File: config.mk
export PLATFORM = sky130hd
export DESIGN_NAME = fp_acc_seq
export DESIGN_NICKNAME = d
export VERILOG_FILES = /design/src/rtl/fp_acc_seq.sv
export SDC_FILE = /design/constraint.sdc
export NUM_CORES = 1
export LEC_CHECK = 0
export BUFFER_PORTS_ARGS = -buffer_cell sky130_fd_sc_hd__buf_2
export CAP_MARGIN = 20
export CORE_MARGIN = 2
export CORE_UTILIZATION = 50
export DETAILED_ROUTE_END_ITERATION = 12
export PLACE_DENSITY = 0.81
export SLEW_MARGIN = 40
export SYNTH_ARGS = -nofsm -noshare
export SYNTH_HDL_FRONTEND = slang
export SYNTH_SLANG_ARGS = --single-unit
File: constraint.sdc
create_clock -name clock -period 3.07 [get_ports clock]
set_input_delay 0.1535 -clock clock [delete_from_list [all_inputs] [get_ports clock]]
set_output_delay 0.1535 -clock clock [all_outputs]
set_load 0.01 [all_outputs]
File: src/rtl/fp_acc_seq.sv
// Sequencer for the floating-point accumulator: streams len terms into the
// accumulator, waits out its latency, then captures the sum and flags.
module fp_acc_seq #(
  parameter int ACC_LATENCY = 3,
  parameter int CNT_W       = 16
) (
  input  logic             clock,
  input  logic             reset,
  input  logic             clk_en,
  input  logic             start,
  input  logic [CNT_W-1:0] len,
  input  logic             in_valid,
  input  logic [31:0]      in_data,
  output logic             in_ready,
  output logic [31:0]      acc_x,
  output logic             acc_n,
  output logic             acc_en,
  input  logic [31:0]      acc_r,
  input  logic             acc_xo,
  input  logic             acc_xu,
  input  logic             acc_ao,
  output logic [31:0]      result,
  output logic             xo,
  output logic             xu,
  output logic             ao,
  output logic             busy,
  output logic             done,
  output logic [1:0]       state_dbg
);

  localparam int DW = $clog2(ACC_LATENCY + 1);

  typedef enum logic [1:0] {
    IDLE  = 2'd0,
    RUN   = 2'd1,
    DRAIN = 2'd2,
    DONE  = 2'd3
  } state_t;

  state_t           state, state_n;
  logic [CNT_W-1:0] remaining;
  logic [DW-1:0]    drain_cnt;
  logic             first;
  logic             accept;

  // Handshake: a term transfers on an edge where in_valid & in_ready & clk_en;
  // in_ready is only raised in RUN and is forced low while clk_en is low.
  always_comb begin
    state_n  = state;
    in_ready = 1'b0;
    accept   = 1'b0;
    case (state)
      IDLE: begin
        if (start) state_n = (len == '0) ? DONE : RUN;
      end
      RUN: begin
        in_ready = clk_en;
        accept   = in_valid & clk_en;
        if (in_valid && remaining == CNT_W'(1)) state_n = DRAIN;
      end
      DRAIN: begin
        if (drain_cnt == '0) state_n = DONE;
      end
      DONE: begin
        state_n = IDLE;
      end
      default: state_n = IDLE;
    endcase
  end

  always_ff @(posedge clock or posedge reset) begin
    if (reset) state <= IDLE;
    else if (clk_en) state <= state_n;
  end

  // Every enabled cycle feeds the accumulator; idle cycles feed +0.0.
  always_ff @(posedge clock or posedge reset) begin
    if (reset) begin
      acc_x     <= 32'h0;
      acc_n     <= 1'b0;
      result    <= 32'h0;
      xo        <= 1'b0;
      xu        <= 1'b0;
      ao        <= 1'b0;
      remaining <= '0;
      drain_cnt <= '0;
      first     <= 1'b0;
    end else if (clk_en) begin
      acc_x <= accept ? in_data : 32'h0;
      acc_n <= accept & first;
      case (state)
        IDLE: begin
          if (start) begin
            remaining <= len;
            first     <= 1'b1;
            xo        <= 1'b0;
            xu        <= 1'b0;
            ao        <= 1'b0;
            if (len == '0) result <= 32'h0;
          end
        end
        RUN: begin
          if (accept) begin
            remaining <= remaining - CNT_W'(1);
            first     <= 1'b0;
            if (remaining == CNT_W'(1)) drain_cnt <= DW'(ACC_LATENCY);
          end
        end
        DRAIN: begin
          if (drain_cnt == '0) begin
            result <= acc_r;
            xo     <= acc_xo;
            xu     <= acc_xu;
            ao     <= acc_ao;
          end else begin
            drain_cnt <= drain_cnt - DW'(1);
          end
        end
        default: ;
      endcase
    end
  end

  assign acc_en    = clk_en;
  assign busy      = (state != IDLE);
  assign done      = (state == DONE);
  assign state_dbg = state;

endmodule

==> impl_metrics.ini, run 1 <==
[status]
status = completed

[synthesis]
ys_ff_latch = 89
ys_seq_area_share_pct = 51.2
syn_nets = 551
syn_area_mm2 = 0.00435
synth_cells = 455
synth_edf_count = 0
async_flop_share_pct = 100
synth.distinct_cells = 46
avgSynthCellArea_um2 = 9.56
ys.flop_type = dfrtp_1
yosys_warnings = 0

[detailed_routing]
routed_via_density = 5.14
drt-total-wl_um = 10600
wl_per_cell_um = 14.4
remaining_drc_errors = 0
drtIter0Drc = 136
via_count = 3795
ant_nets = 0
firstDrtPassIters = 5

[grt]
gr-usage-met1_pct = 30.4
antenna_found_initial = 0
use_met2_pct = 38.6
overflow = 0
met3_usage_pct = 4.53
top_usage_layer = met2
grt_first_pass_wirelength_um = 17800
track_usage_pct = 22.9
grt_pass1_vias = 3859
grt_max_degree = 52

[worst_setup_path]
worstPathRequired_ps = 3340
worstSetupPathType = reg -> reg
worst_setup_path_end_kind = flop
cpMaxStageDelayCell = buf_4
cp.arrival_ps = 2690
cp_max_fo = 32
r2r_cells = 7
r2r_slack_ps = 650
cp_slowest_stage_delay_ps = 460
r2r-end = result[24]
timing.rr.start = state_dbg[0]
path_cells = inv_1 -> ha_1 -> nand2b_1 -> o2111ai_1 -> a21oi_4 -> buf_4 -> mux2i_1
critPathTopFamily = buffers and inverters
path_buf_inv = 2
startpoint_type = flop

[timing]
slew_violations = 0
fin_setup_tns_ps = 0
min_period_ps = 2420
rsz0062_at_grt = no
skew_ps = 10.5
hold_viol_final = 0
fin_crit_sh_pct = 78.9
worstMarginPinSlew_ps = 702
slew_headroom_pct = 53.2
fmax_mhz = 413
finalSetupViolations = 0

[cts]
cts-root-buf = clkbuf_8
clockBufferDepth = 2
postCtsSetupBuffers = 0
cts_resized = 0
htree_levels = 3
worstSkewPairLatency_ps = 350
numCtsBuffers = 9
cts.sinks = 89
cts_tree = built
clk_pin_slew_ps = 90

[finish]
final_cell_count_no_fill = 738
num-nets-final = 721
drive_gt1_share_pct = 31.1
final_cell_mix = 161 x buf_2, 89 x dfrtp_1, 81 x nand2_1
area_growth_pct = 28.9
n_antenna_cell = 0
final_common_cell = buf_2

[die]
die_height_um = 97.3
core_mm2 = 0.00859
start_util_pct = 50.6
fp-row-count = 34
num_io_pins = 162
die-area_mm2 = 0.00946
die_w_um = 97.3

[job]
drv_cap = 0

[pwr]
leakage_nw = 2.74
power_per_cell_area_mw_per_mm2 = 740
peakVddDrop_mv = 0.361

[placement]
place_inst = 705
gp_congestion = 0.892
hpwl_um = 7700
io_buffers = 161

[min_path]
worstHoldStart = in_data[12]
hold_depth = 3
hold_end = acc_x[12]
hp-class = in -> reg
-- cells by family after synthesis --
| group | count (synthesis) | synth area share (%) |
|---|---|---|
| and+or+nand+nor | 130 | 14.2 |
| buffers and inverters | 104 | 9.90 |
| DFF | 89 | 51.2 |
| AOI/OAI and AO/OA | 85 | 13.3 |
| muxes | 39 | 9.06 |
| adders and majority gates | 8 | 2.30 |
-- power breakdown --
group / internal (mW) / total (mW) / leakage, nW / switching, mW
registers: 1.46 / 1.69 / 1.17 / 0.234
logic: 0.696 / 1.63 / 1.47 / 0.930
clock network: 0.387 / 0.828 / 0.106 / 0.441
-- metrics by stage --
step / power, mW / utilization, % / cell area, um^2 / setup WS, ps / hold WS, ps
finish: 4.15 / 65.2 / 5600 / 649 / 7.30
CTS: 4.18 / 65.1 / 5590 / 634 / 0.322
floorplan: 2.83 / - / 4350 / 610 / 270
global placement: 3.24 / 60.9 / 5230 / 859 / 275
detailed placement: 3.33 / 60.9 / 5230 / 669 / 281
global route: 4.46 / 65.2 / 5600 / 465 / 13.1
-- worst min-delay path, stage by stage --
cell	delay (ps)
buf_2	70
nand2_1	40
o21ai_0	60
-- flip-flops by register name (all words and copies together) (netlist names) --
signal,count
acc_x,32
first,1
remaining,16
acc_n,1
result,32
xo,1
ao,1
state_dbg,2
drain_cnt,2
xu,1
-- how the worst max path moves through the flow --
stage,cells past startpoint,to,slack (ps),from
CTS,7,result[24],630,state_dbg[0]
finish,7,result[24],650,state_dbg[0]
floorplan,1,acc_n,610,reset
global placement,7,result[28],860,state_dbg[0]
global route,7,result[7],470,state_dbg[0]
detailed placement,7,result[24],670,state_dbg[0]
-- per-layer routing --
| metal | up-vias | wire length (um) |
|---|---|---|
| met3 | 14 | 655 |
| li1 | 1830 | - |
| met4 | 0 | 122 |
| met5 | - | 0 |
| met1 | 1819 | 4540 |
| met2 | 132 | 5310 |
-- cell usage after synthesis, types with 2 or more instances --
cell type / n / area share (%)
clkbuf_1: 14 / 1.2
buf_1: 2 / 0.17
buf_2: 5 / 0.58
nor2_1: 9 / 0.78
a21oi_1: 13 / 1.5
o21ai_0: 35 / 4.0
or3_1: 3 / 0.43
nor4_1: 6 / 0.86
nand2b_1: 4 / 0.58
dfrtp_1: 89 / 51
and3_1: 2 / 0.29
nand4_1: 7 / 1.0
nor2b_1: 2 / 0.29
ha_1: 8 / 2.3
inv_1: 78 / 6.7
nand3_1: 3 / 0.35
a32o_1: 3 / 0.69
nor3_1: 2 / 0.23
a41oi_1: 2 / 0.40
mux2_1: 2 / 0.52
mux2i_1: 36 / 8.3
o211ai_1: 2 / 0.35
nand2_1: 81 / 7.0
o2111ai_1: 2 / 0.40
o22a_1: 21 / 4.2
buf_6: 4 / 1.0
-- final cells by class --
cell class,instances,area [um^2]
clock inverter,7,77.6
fill,733,2990
clock buffer,9,124
inverter,78,294
multi-input combinational,262,1700
tap,108,135
sequential,89,2230
timing repair buffer,185,1040
-- repair_timing --
action,in CTS,in global routing
endpoints found under the setup margin,0,0
endpoints found under the hold margin,53,1
hold buffers,16,1
(Power assumes the default switching activity.)
==> inputs of run 2 (changes only) <==
clock period = 2.5 ns   (was 3.07 ns; I/O delays follow)
==> impl_metrics.ini, run 2 (synthesis results as in run 1) <==
[cts]
cts_tree = built
clk_pin_slew_ps = 90
cts_resized = 0
postCtsSetupBuffers = 0
clockBufferDepth = 2
cts_hold_buf = 31
cts-root-buf = clkbuf_8
htree_levels = 3
numCtsBuffers = 9
cts.sinks = 89
worstSkewPairLatency_ps = 340

[pwr]
power.total_mw = 5.41
leakage_nw = 2.85
switching_share_pct = 36.1
p_clk_share_pct = 23.3
power_per_cell_area_mw_per_mm2 = 925
internal-power_mw = 3.46
peakVddDrop_mv = 0.470
power_frac_seq_pct = 38.5
pwr-share-comb_pct = 38.2
switchingPower_mw = 1.95

[finish]
final_cell_mix = 161 x buf_2, 89 x dfrtp_1, 81 x nand2_1
num-nets-final = 739
fill_cells = 738
final_common_cell = buf_2
area_growth_pct = 34.4
utilization_pct = 68.0
drive_gt1_share_pct = 30.6
top_regs = acc_x: 32 flops, result: 32 flops, remaining: 16 flops
n_antenna_cell = 0

[timing]
hold_viol_final = 0
slew_headroom_pct = 58.0
slew_violations = 0
rsz0062_at_grt = no
fin_crit_sh_pct = 86.4
skew_ps = 9.99
fin_setup_tns_ps = 0
finalSetupViolations = 0
fin_ws_ps = 339
worstMarginPinSlew_ps = 626
min_period_ps = 2160
fmax_mhz = 463

[detailed_routing]
wl_met2_um = 5420
ant_nets = 0
via_count = 3905
firstDrtPassIters = 4
met3WireLength_um = 792
routed_via_density = 5.17
wl_per_cell_um = 14.5
wl_met1_um = 4600
drtIter0Drc = 118
remaining_drc_errors = 0
top_layer = met4
drt-total-wl_um = 11000

[die]
die_height_um = 97.3
fp-row-count = 34
die_w_um = 97.3
start_util_pct = 50.6
die-area_mm2 = 0.00946
core_mm2 = 0.00859
num_io_pins = 162

[worst_setup_path]
startpoint_type = flop
worst_setup_path_end_kind = flop
cp_max_fo = 32
path_buf_inv = 2
path_cells = inv_1 -> ha_1 -> nand2b_1 -> o2111ai_1 -> a21oi_4 -> buf_12 -> mux2i_1
cp_slowest_stage_delay_ps = 420
worstSetupPathType = reg -> reg
cp.arrival_ps = 2430
worstPathRequired_ps = 2770
cpMaxStageDelayCell = dfrtp_1
critPathTopFamily = compound AO/OA/AOI/OAI gates

[placement]
hpwl_um = 7810
gp_congestion = 0.893
io_buffers = 161
pre_cts_slack_ps = 371

[grt]
track_usage_pct = 23.6
grt_max_degree = 47
antenna_found_initial = 0
grt_first_pass_wirelength_um = 18200
overflow = 0
grt_pass1_vias = 3954

[status]
status = completed

[job]
drv_cap = 0

[min_path]
hp-class = in -> reg
## run 2: cell count changes in the layout (fill, tap and decap cells not counted)
cell           before  now
inv_8               1    0
buf_4               6    9
buf_12              1    2
clkinv_2            3    0
clkbuf_1            0    1
inv_6               2    0
inv_4               0    1
bufinv_16           1    4
dlygate4sd3_1      17   31
## run 2: cell type report
cell class                      instances  area, um^2  area share [%]
Clock buffer                           10         128            2.18
Clock inverter                          5         129            2.21
Inverter                               78         295            5.05
Multi-Input combinational cell        262        1700            29.2
Sequential cell                        89        2230            38.1
Tap cell                              108         135            2.31
Timing Repair Buffer                  203        1220            20.9
## run 2: final timing paths
path	depth (start not counted)	end	slack, ps	start
max	7	result[30]	340	state_dbg[0]
min	3	acc_x[3]	10	in_data[3]
min in group asynchronous	3	result[7]	390	reset
max reg2reg	7	result[30]	340	state_dbg[0]
min reg2reg	1	drain_cnt[1]	500	drain_cnt[1]
max in group asynchronous	4	remaining[14]	1460	reset
## run 2: stage by stage
step           hold WS [ps]  area, um^2  instances
2_1_floorplan           242        4350        455
3_3_place_gp            267        5270        709
3_5_place_dp            279        5270        709
4_1_cts                3.16        5840        755
5_1_grt                4.91        5840        755
6_report               13.2        5840        755
## run 2: tightest hold or removal path: stages
cell and delay, ps:
buf_2 80, nand2_1 50, o21ai_0 70
## run 2: power groups by stage
stage | Clock (mW) | Sequential [mW] | Combinational [mW]
final | 1.26 | 2.08 | 2.06
after global routing | 1.35 | 2.13 | 2.30
after CTS | 1.30 | 2.08 | 2.07
after detailed placement | 0 | 2.10 | 2.03
after global placement | 0 | 2.09 | 1.94
after floorplan | 0 | 2.16 | 1.32
## run 2: layer usage
layer | global-route usage [%] | vias to the layer above
li1 | - | 1874
met1 | 30.7 | 1853
met2 | 39.0 | 158
met3 | 6.47 | 20
met4 | 6.62 | 0
met5 | 0 | -
